`src/rtl/adam_apb_arbiter.sv`:
```
// adam_apb_arbiter: shares one APB master port among NO_MSTS requesters.
// Grants are round-robin, and a transfer is never split or aborted once it
// has been granted. A pause handshake lets a controller park the bus
// between transfers.
// Optional ACCESS-phase watchdog: define ADAM_APB_ARB_TIMEOUT_EN to enable it.
module adam_apb_arbiter #(
    parameter int NO_MSTS        = 2,
    parameter int ADDR_WIDTH     = 32,
    parameter int DATA_WIDTH     = 32,
    parameter int TIMEOUT_CYCLES = 256
) (
    input  logic                    seq_clk,
    input  logic                    seq_rst,
    input  logic                    pause_req,
    output logic                    pause_ack,

    input  logic [NO_MSTS-1:0]      s_psel,
    input  logic [NO_MSTS-1:0]      s_penable,
    input  logic [NO_MSTS-1:0]      s_pwrite,
    input  logic [ADDR_WIDTH-1:0]   s_paddr  [NO_MSTS],
    input  logic [DATA_WIDTH-1:0]   s_pwdata [NO_MSTS],
    input  logic [DATA_WIDTH/8-1:0] s_pstrb  [NO_MSTS],
    input  logic [2:0]              s_pprot  [NO_MSTS],
    output logic [NO_MSTS-1:0]      s_pready,
    output logic [NO_MSTS-1:0]      s_pslverr,
    output logic [DATA_WIDTH-1:0]   s_prdata [NO_MSTS],

    output logic                    m_psel,
    output logic                    m_penable,
    output logic                    m_pwrite,
    output logic [ADDR_WIDTH-1:0]   m_paddr,
    output logic [DATA_WIDTH-1:0]   m_pwdata,
    output logic [DATA_WIDTH/8-1:0] m_pstrb,
    output logic [2:0]              m_pprot,
    input  logic                    m_pready,
    input  logic [DATA_WIDTH-1:0]   m_prdata,
    input  logic                    m_pslverr
);

    localparam int GW     = (NO_MSTS > 1) ? $clog2(NO_MSTS) : 1;
    localparam int STRB_W = DATA_WIDTH / 8;

    typedef enum logic [1:0] {IDLE, SETUP, ACCESS, PAUSED} state_t;

    state_t                  state_reg, state_next;
    logic [GW-1:0]           grant_reg;
    logic [GW-1:0]           last_grant_reg;
    logic                    pwrite_reg;
    logic [ADDR_WIDTH-1:0]   paddr_reg;
    logic [DATA_WIDTH-1:0]   pwdata_reg;
    logic [STRB_W-1:0]       pstrb_reg;
    logic [2:0]              pprot_reg;

    logic                    arb_found;
    logic [GW-1:0]           arb_idx;
    logic [GW-1:0]           cand;
    logic                    timeout_hit;
    logic                    xfer_done;
    logic                    resp_valid;

    // Only s_psel marks a request; the requester's own penable carries no meaning here.
    logic                    unused_penable;
    assign unused_penable = ^s_penable;

    // Round-robin search: first requester after last_grant, wrapping around.
    // Scanning from the farthest offset down lets the nearest one win.
    always_comb begin
        arb_found = 1'b0;
        arb_idx   = '0;
        cand      = '0;
        for (int k = NO_MSTS; k >= 1; k--) begin
            cand = GW'((int'(last_grant_reg) + k) % NO_MSTS);
            if (s_psel[cand]) begin
                arb_found = 1'b1;
                arb_idx   = cand;
            end
        end
    end

`ifdef ADAM_APB_ARB_TIMEOUT_EN
    localparam int CW = $clog2(TIMEOUT_CYCLES) + 1;
    logic [CW-1:0] to_cnt_reg;

    // Watchdog: counts ACCESS cycles spent waiting on the slave.
    always_ff @(posedge seq_clk) begin
        if (seq_rst) begin
            to_cnt_reg <= '0;
        end else if (state_reg == SETUP) begin
            to_cnt_reg <= '0;
        end else if (state_reg == ACCESS && !m_pready) begin
            to_cnt_reg <= to_cnt_reg + 1'b1;
        end
    end

    // A slave answering in the very last allowed cycle still gets a normal completion.
    assign timeout_hit = (state_reg == ACCESS) && !m_pready
                         && (to_cnt_reg == CW'(TIMEOUT_CYCLES - 1));
`else
    localparam int unused_timeout_cycles = TIMEOUT_CYCLES;
    assign timeout_hit = 1'b0;
`endif

    assign xfer_done  = (state_reg == ACCESS) && (m_pready || timeout_hit);
    // A reset arriving mid-transfer abandons it silently: no response is returned.
    assign resp_valid = xfer_done && !seq_rst;

    // Next-state logic; pause wins over pending requests, but only from IDLE.
    always_comb begin
        state_next = state_reg;
        case (state_reg)
            IDLE: begin
                if (pause_req)      state_next = PAUSED;
                else if (arb_found) state_next = SETUP;
            end
            SETUP:  state_next = ACCESS;
            ACCESS: if (m_pready || timeout_hit) state_next = IDLE;
            PAUSED: if (!pause_req) state_next = IDLE;
            default: state_next = PAUSED;
        endcase
    end

    // State register; the granted request is captured when the bus is granted,
    // so requesters may drop psel afterwards without disturbing the transfer.
    always_ff @(posedge seq_clk) begin
        if (seq_rst) begin
            state_reg      <= PAUSED;
            grant_reg      <= '0;
            last_grant_reg <= GW'(NO_MSTS - 1);
            pwrite_reg     <= 1'b0;
            paddr_reg      <= '0;
            pwdata_reg     <= '0;
            pstrb_reg      <= '0;
            pprot_reg      <= '0;
        end else begin
            state_reg <= state_next;
            if (state_reg == IDLE && state_next == SETUP) begin
                grant_reg  <= arb_idx;
                pwrite_reg <= s_pwrite[arb_idx];
                paddr_reg  <= s_paddr[arb_idx];
                pwdata_reg <= s_pwdata[arb_idx];
                pstrb_reg  <= s_pstrb[arb_idx];
                pprot_reg  <= s_pprot[arb_idx];
            end
            if (xfer_done) begin
                last_grant_reg <= grant_reg;
            end
        end
    end

    assign m_psel    = (state_reg == SETUP) || (state_reg == ACCESS);
    assign m_penable = (state_reg == ACCESS);
    assign m_pwrite  = pwrite_reg;
    assign m_paddr   = paddr_reg;
    assign m_pwdata  = pwdata_reg;
    assign m_pstrb   = pstrb_reg;
    assign m_pprot   = pprot_reg;
    assign pause_ack = (state_reg == PAUSED);

    // Response routing: only the granted requester sees the completion; a
    // watchdog completion reports an error with zero read data.
    genvar gi;
    generate
        for (gi = 0; gi < NO_MSTS; gi++) begin : g_rsp
            assign s_pready[gi]  = resp_valid && (grant_reg == GW'(gi));
            assign s_pslverr[gi] = s_pready[gi] && (timeout_hit || m_pslverr);
            assign s_prdata[gi]  = (s_pready[gi] && !timeout_hit) ? m_prdata : '0;
        end
    endgenerate

endmodule
```
`config.mk`:
```
export PLATFORM = sky130hd
export DESIGN_NAME = adam_apb_arbiter
export DESIGN_NICKNAME = d
export VERILOG_FILES = /design/src/rtl/adam_apb_arbiter.sv
export SDC_FILE = /design/constraint.sdc
export NUM_CORES = 1
export LEC_CHECK = 0
export CAP_MARGIN = 15
export CELL_PAD_IN_SITES_DETAIL_PLACEMENT = 0
export CELL_PAD_IN_SITES_GLOBAL_PLACEMENT = 1
export CORE_MARGIN = 5
export CORE_UTILIZATION = 18
export DETAILED_ROUTE_END_ITERATION = 10
export PLACE_DENSITY_LB_ADDON = 0.25
export SYNTH_ARGS = -nofsm -noshare
export SYNTH_HDL_FRONTEND = slang
export SYNTH_SLANG_ARGS = --single-unit
```
`constraint.sdc`:
```
create_clock -name seq_clk -period 2.3 [get_ports seq_clk]
set_clock_uncertainty 0.15 [all_clocks]
set_input_delay 0.69 -clock seq_clk [delete_from_list [all_inputs] [get_ports seq_clk]]
set_output_delay 0.69 -clock seq_clk [all_outputs]
set_load 0.02 [all_outputs]
```
==> run_results.csv, run 1 <==
group,metric,value,unit
timing,worst_slew_pin_slew,0.918,ns
critical_path,arrival,1.77,ns
detailed_routing,vias,4674,
synthesis,synth-xor-area-share,0,%
detailed_routing,wl,18600,µm
critical_path,crit_path_start_kind,"flop",
finish,num_antenna_cells,0,
finish,drive_gt1_share,23.1,%
floorplanning,die_y,155,µm
floorplanning,core,20400,µm²
place,dp_cells,1074,
synthesis,synth_top_family_by_area,"simple AND/OR/NAND/NOR gates",
power,irDropWorstVdd,0.319,mV
clock_tree,cts_root_buf,"clkbuf_16",
grt,grt.overflow.total,0,
synthesis,synth_seq_area_share,40.5,%
clock_tree,htree_num_levels,3,
power,p_leak,3.15,nW
clock_tree,clk_latency,0.33,ns
finish,layout_common_cells,"252 x clkdlybuf4s50_1, 146 x nand2_1, 74 x nor2_1, 74 x dfxtp_1",
finish,fillCellCount,2115,
timing,final.setup.worst_slack,-0.313,ns
power,power.density,514,nW/µm²
critical_path,crit_chain,"inv_2 -> ha_4 -> nand2_4 -> buf_4 -> nor3_4 -> buf_12 -> and2_2 -> clkbuf_4",
timing,rsz0062_at_grt,"yes",
synthesis,netlist_area,3760,µm²
timing,finalSetupViolCount,68,
place,placed_area,7530,µm²
grt,grt_pass1_wl,27800,µm
timing,min_period,2.61,ns
detailed_routing,wl_per_cell,16.9,µm
place,io_buffers,325,
clock_tree,clk_path_buf_depth,2,
floorplanning,pin_count,328,
synthesis,synth-compound-area-share,18.3,%
detailed_routing,via_per_inst,4.23,
synthesis,synthAdderAreaFrac,1.33,%
clock_tree,cts.sink_count,76,
grt,grt_pass1_vias,4711,
critical_path,cp-end-kind,"output port",
critical_path,crit_buf_inv,4,
grt,grt_usage,14.9,%
synthesis,ys_types,23,
timing,fmaxAchievable,383,MHz
finish,final_common_cell,"clkdlybuf4s50_1",
timing,relSlewSlack,38.8,%
synthesis,synth_warnings,0,
floorplanning,initial_utilization,18.4,%
floorplanning,rows,52,
grt,grt_max_degree,77,
timing,period_share,114,%
detailed_routing,ant_nets,0,
timing,fin_tns_setup,-16.31,ns
finish,fin_nets,1018,
place,hpwl,13600,µm
detailed_routing,drt_iter0_markers,143,
detailed_routing,drc_errors,0,
clock_tree,cts_tree,"built",
power,power.total,4.17,mW
finish,fin_area,8120,µm²
synthesis,postSynthAreaPerCell,7.46,µm²
synthesis,synthCells,504,
critical_path,critPathTopFamily,"buffers and inverters",
detailed_routing,first_pass_iters,4,
floorplanning,die_x,155,µm
status,status,"finished with violations",
finish,final_cells,1104,
synthesis,syn-num-nets,693,
critical_path,criticalPathCategory,"reg2out",
clock_tree,clk_pin_slew,0.05,ns
synthesis,synthSimpleGateAreaFrac,34.3,%
synthesis,synthMuxAreaShare,0.266,%
status,violations,"setup timing",
clock_tree,cts_inserted_buffers,9,
critical_path,crit_fanout,34,
timing,final_hold_viol_count,0,
timing,maxSlewViolCount,0,
grt,antenna_found_initial,0,
synthesis,ys_ff_latch,76,
job,drv_cap,0,
critical_path,critPathRequiredTime,1.46,ns
critical_path,cpPeakStageDelay,0.32,ns
place,place.gp.congestion,0.815,
finish,area_growth,116,%
floorplanning,die_area,23900,µm²
critical_path,critPathSlowestCell,"dfxtp_2",
hold_path,hold_path.class,"reg2reg",
-- report_power, final --
part / internal, mW / switching [mW] / leakage, nW / total [mW]
clock network: 0.870 / 0.574 / 0.147 / 1.44
registers: 1.41 / 0.0498 / 0.616 / 1.46
logic: 0.677 / 0.590 / 2.38 / 1.27
-- worst register-to-register path, cell delays in order (launching register included) --
cell      delay, ns
dfxtp_2        0.33
buf_4          0.15
inv_1          0.08
ha_1           0.22
nand2b_1       0.14
a21oi_4        0.23
buf_12         0.29
nor2_1         0.12
a311oi_1       0.24
-- synthesized netlist by cell type --
library cell  instances  area share, %
nand2_1             148             15
a21oi_1               1           0.13
mux2i_1               1           0.27
nor3b_1               1           0.20
a211o_1               1           0.23
clkbuf_1             27            2.7
a211oi_1              1           0.20
buf_1                 3           0.30
dfxtp_1              76             40
o21ai_0               1           0.13
nor3_1                1           0.13
and2_1               67             11
a21oi_2               1           0.23
o31a_1                1           0.23
o22ai_1               1           0.17
buf_2                15            2.0
nand2b_1              3           0.50
nor2_1               74            7.4
ha_1                  4            1.3
inv_1                 3           0.30
o21bai_1              1           0.20
and3_1                1           0.17
a311oi_1             72             17
-- area by class of cell --
| class | count | area (µm²) | share of cell area (%) |
|---|---|---|---|
| clock buffer | 12 | 246 | 3.04 |
| clock inverter | 4 | 48.8 | 0.601 |
| inverter | 3 | 11.3 | 0.139 |
| multi-input combinational | 380 | 2210 | 27.3 |
| sequential | 76 | 1520 | 18.8 |
| tap | 270 | 338 | 4.16 |
| timing repair buffer | 359 | 3740 | 46.0 |
-- layer usage --
layer,vias up,global-route usage (%),routed length [µm]
met5,-,0,0
li1,2365,-,-
met1,2090,16.8,7490
met2,203,26.2,9170
met3,16,4.81,1540
met4,0,5.26,410
-- stage by stage --
step           util, %  hold WS [ns]  setup WS [ns]
5_1_grt           39.7         0.358         -0.389
3_5_place_dp      36.9         0.312          -1.09
6_report          39.7         0.328         -0.313
2_1_floorplan        -         0.285       -0.00417
3_3_place_gp      36.9         0.311          -1.04
4_1_cts           40.0         0.331         -0.391
-- worst paths after layout --
kind                        from              to  slack (ns)  cells after the start
hold / removal    last_grant_reg  last_grant_reg        0.33                      1
setup / recovery    state_reg[0]    s_prdata[51]       -0.31                      8
hold reg to reg   last_grant_reg  last_grant_reg        0.33                      1
setup reg to reg    state_reg[1]    m_pwdata[28]        0.28                      8
-- timing repair --
item,in CTS,in global routing
setup endpoints to repair,71,69
hold buffers,0,0
gates cloned,3,0
buffers inserted,12,2
pin swaps,13,8
resized for setup,448,11
-- cell families after synthesis --
kind of cell,count (synthesis)
mux,1
buf+inv,48
compound gates,80
fa+ha+maj,4
flops,76
simple gates,295
(Power assumes the default switching activity.)
==> run 2, diff against run 1 <==
CORE_UTILIZATION = 20   (was 18)
clock period = 2.43 ns   (was 2.3 ns; I/O delays follow)
==> run 2 against run 1 <==
  * The flow still finishes with violations (setup timing)
  * Power down 3.5%
  * Final area about the same
  * Core utilization up 3.9 points
  * Combinational power about the same
  * Via count up 3.2%
==> run_results.csv, run 2 (same netlist as run 1, synthesis figures left out) <==
group,metric,value,unit
status,status,"finished with violations",
status,violations,"setup timing",
floorplanning,pin_count,328,
detailed_routing,wl,18400,µm
job,drv_cap,0,
grt,grt.overflow.total,0,
timing,final.setup.worst_slack,-0.144,ns
power,irDropWorstVdd,0.307,mV
detailed_routing,vias,4822,
finish,area_growth,116,%
grt,grt_max_degree,77,
detailed_routing,wl_per_cell,17.3,µm
finish,num_antenna_cells,0,
finish,fillCellCount,1841,
hold_path,hold_path.class,"reg2reg",
timing,finalSetupViolCount,67,
critical_path,crit_chain,"buf_2 -> nand2_4 -> nor3b_4 -> buf_6 -> clkbuf_16 -> and2_2 -> buf_6",
critical_path,criticalPathCategory,"in2out",
grt,grt_pass1_wl,27600,µm
critical_path,crit_fanout,8,
timing,final_hold_viol_count,0,
clock_tree,cts_tree,"built",
power,power.density,496,nW/µm²
timing,fmaxAchievable,388,MHz
grt,grt_usage,16.1,%
power,p_clk_share,34.7,%
power,p_switching,1.18,mW
finish,seqCellArea,1520,µm²
power,p_seq_share,34.4,%
clock_tree,clk_pin_slew,0.05,ns
detailed_routing,drt_iter0_markers,132,
power,internal_power,2.85,mW
place,io_buffers,325,
grt,grt_pass1_vias,4863,
clock_tree,clk_path_buf_depth,2,
power,comb_power_share,30.9,%
critical_path,critPathTopFamily,"buffers and inverters",
finish,fin_nets,1014,
timing,relSlewSlack,41.4,%
finish,drive_gt1_share,23.0,%
timing,period_share,106,%
clock_tree,cts_inserted_buffers,9,
grt,antenna_found_initial,0,
detailed_routing,first_pass_iters,4,
finish,final_common_cell,"clkdlybuf4s50_1",
power,power.total,4.03,mW
critical_path,rrSetupSlack,0.38,ns
floorplanning,die_x,147,µm
critical_path,crit_path_start_kind,"input pin",
clock_tree,cts.sink_count,76,
finish,fin_area,8120,µm²
power,p_leak,3.16,nW
finish,multi_input_area,2240,µm²
critical_path,critPathRequiredTime,1.55,ns
clock_tree,htree_num_levels,3,
timing,maxSlewViolCount,0,
floorplanning,rows,50,
critical_path,cpPeakStageDelay,0.22,ns
clock_tree,clk_latency,0.33,ns
place,place.gp.congestion,0.794,
timing,min_period,2.57,ns
floorplanning,core,18600,µm²
clock_tree,ctsHoldBuffers,0,
timing,rsz0062_at_grt,"yes",
finish,final_cells,1064,
detailed_routing,via_per_inst,4.53,
detailed_routing,drc_errors,0,
floorplanning,initial_utilization,20.2,%
critical_path,arrival,1.70,ns
timing,worst_slew_pin_slew,0.879,ns
critical_path,cp-end-kind,"output port",
place,hpwl,13800,µm
critical_path,crit_buf_inv,4,
floorplanning,die_y,147,µm
power,power.share.switching,29.4,%
clock_tree,cts_root_buf,"clkbuf_16",
floorplanning,die_area,21600,µm²
place,placed_area,7450,µm²
detailed_routing,ant_nets,0,
place,dp_cells,1037,
critical_path,cpMostUsedCell,"buf_6",
finish,fin_util,43.7,%
critical_path,critPathSlowestCell,"nor3b_4",
finish,layout_common_cells,"251 x clkdlybuf4s50_1, 146 x nand2_1, 74 x nor2_1, 74 x dfxtp_1",
## run 2: through the flow
stage	hold WS (ns)	setup WS, ns	setup TNS, ns
detailed placement	0.309	-1.09	-72.65
CTS	0.328	-0.153	-7.16
global placement	0.315	-1.01	-65.55
global route	0.337	-0.224	-12.18
floorplan	0.285	-0.0251	-0.678
finish	0.329	-0.144	-6.42
## run 2: repair_timing
| action | CTS | global route |
|---|---|---|
| pin swaps | 11 | 13 |
| gates resized for setup | 415 | 45 |
| endpoints found under the setup margin | 71 | 69 |
| buffers inserted | 5 | 2 |
| cloned | 3 | 2 |
## run 2: per-layer routing
metal	global-route usage (%)	vias to the layer above	part of all wire (%)
li1	-	2367	-
met1	17.2	2232	38
met2	30.4	200	53
met3	4.97	23	7.1
met4	4.57	0	1.9
met5	0	-	0
## run 2: path summary, 6_finish.rpt
path | from | endpoint | depth (start not counted)
max reg2reg | state_reg[1] | m_pwdata[0] | 8
min | last_grant_reg | last_grant_reg | 1
max | m_pready | s_prdata[6] | 7
min reg2reg | last_grant_reg | last_grant_reg | 1
## run 2: layout make-up
class	instances	share of cell area (%)
tap	234	3.61
sequential	76	18.8
multi-input combinational	380	27.6
timing repair buffer	355	46.1
clock buffer	10	2.94
inverter	3	0.139
clock inverter	6	0.894
## run 2: power by group through the flow
stage          Combinational (mW)  Sequential, mW  Clock, mW
2_1_floorplan               0.405            1.51          0
3_3_place_gp                 1.19            1.41          0
3_5_place_dp                 1.20            1.41          0
4_1_cts                      1.23            1.39       1.46
5_1_grt                      1.34            1.40       1.54
6_report                     1.25            1.39       1.40
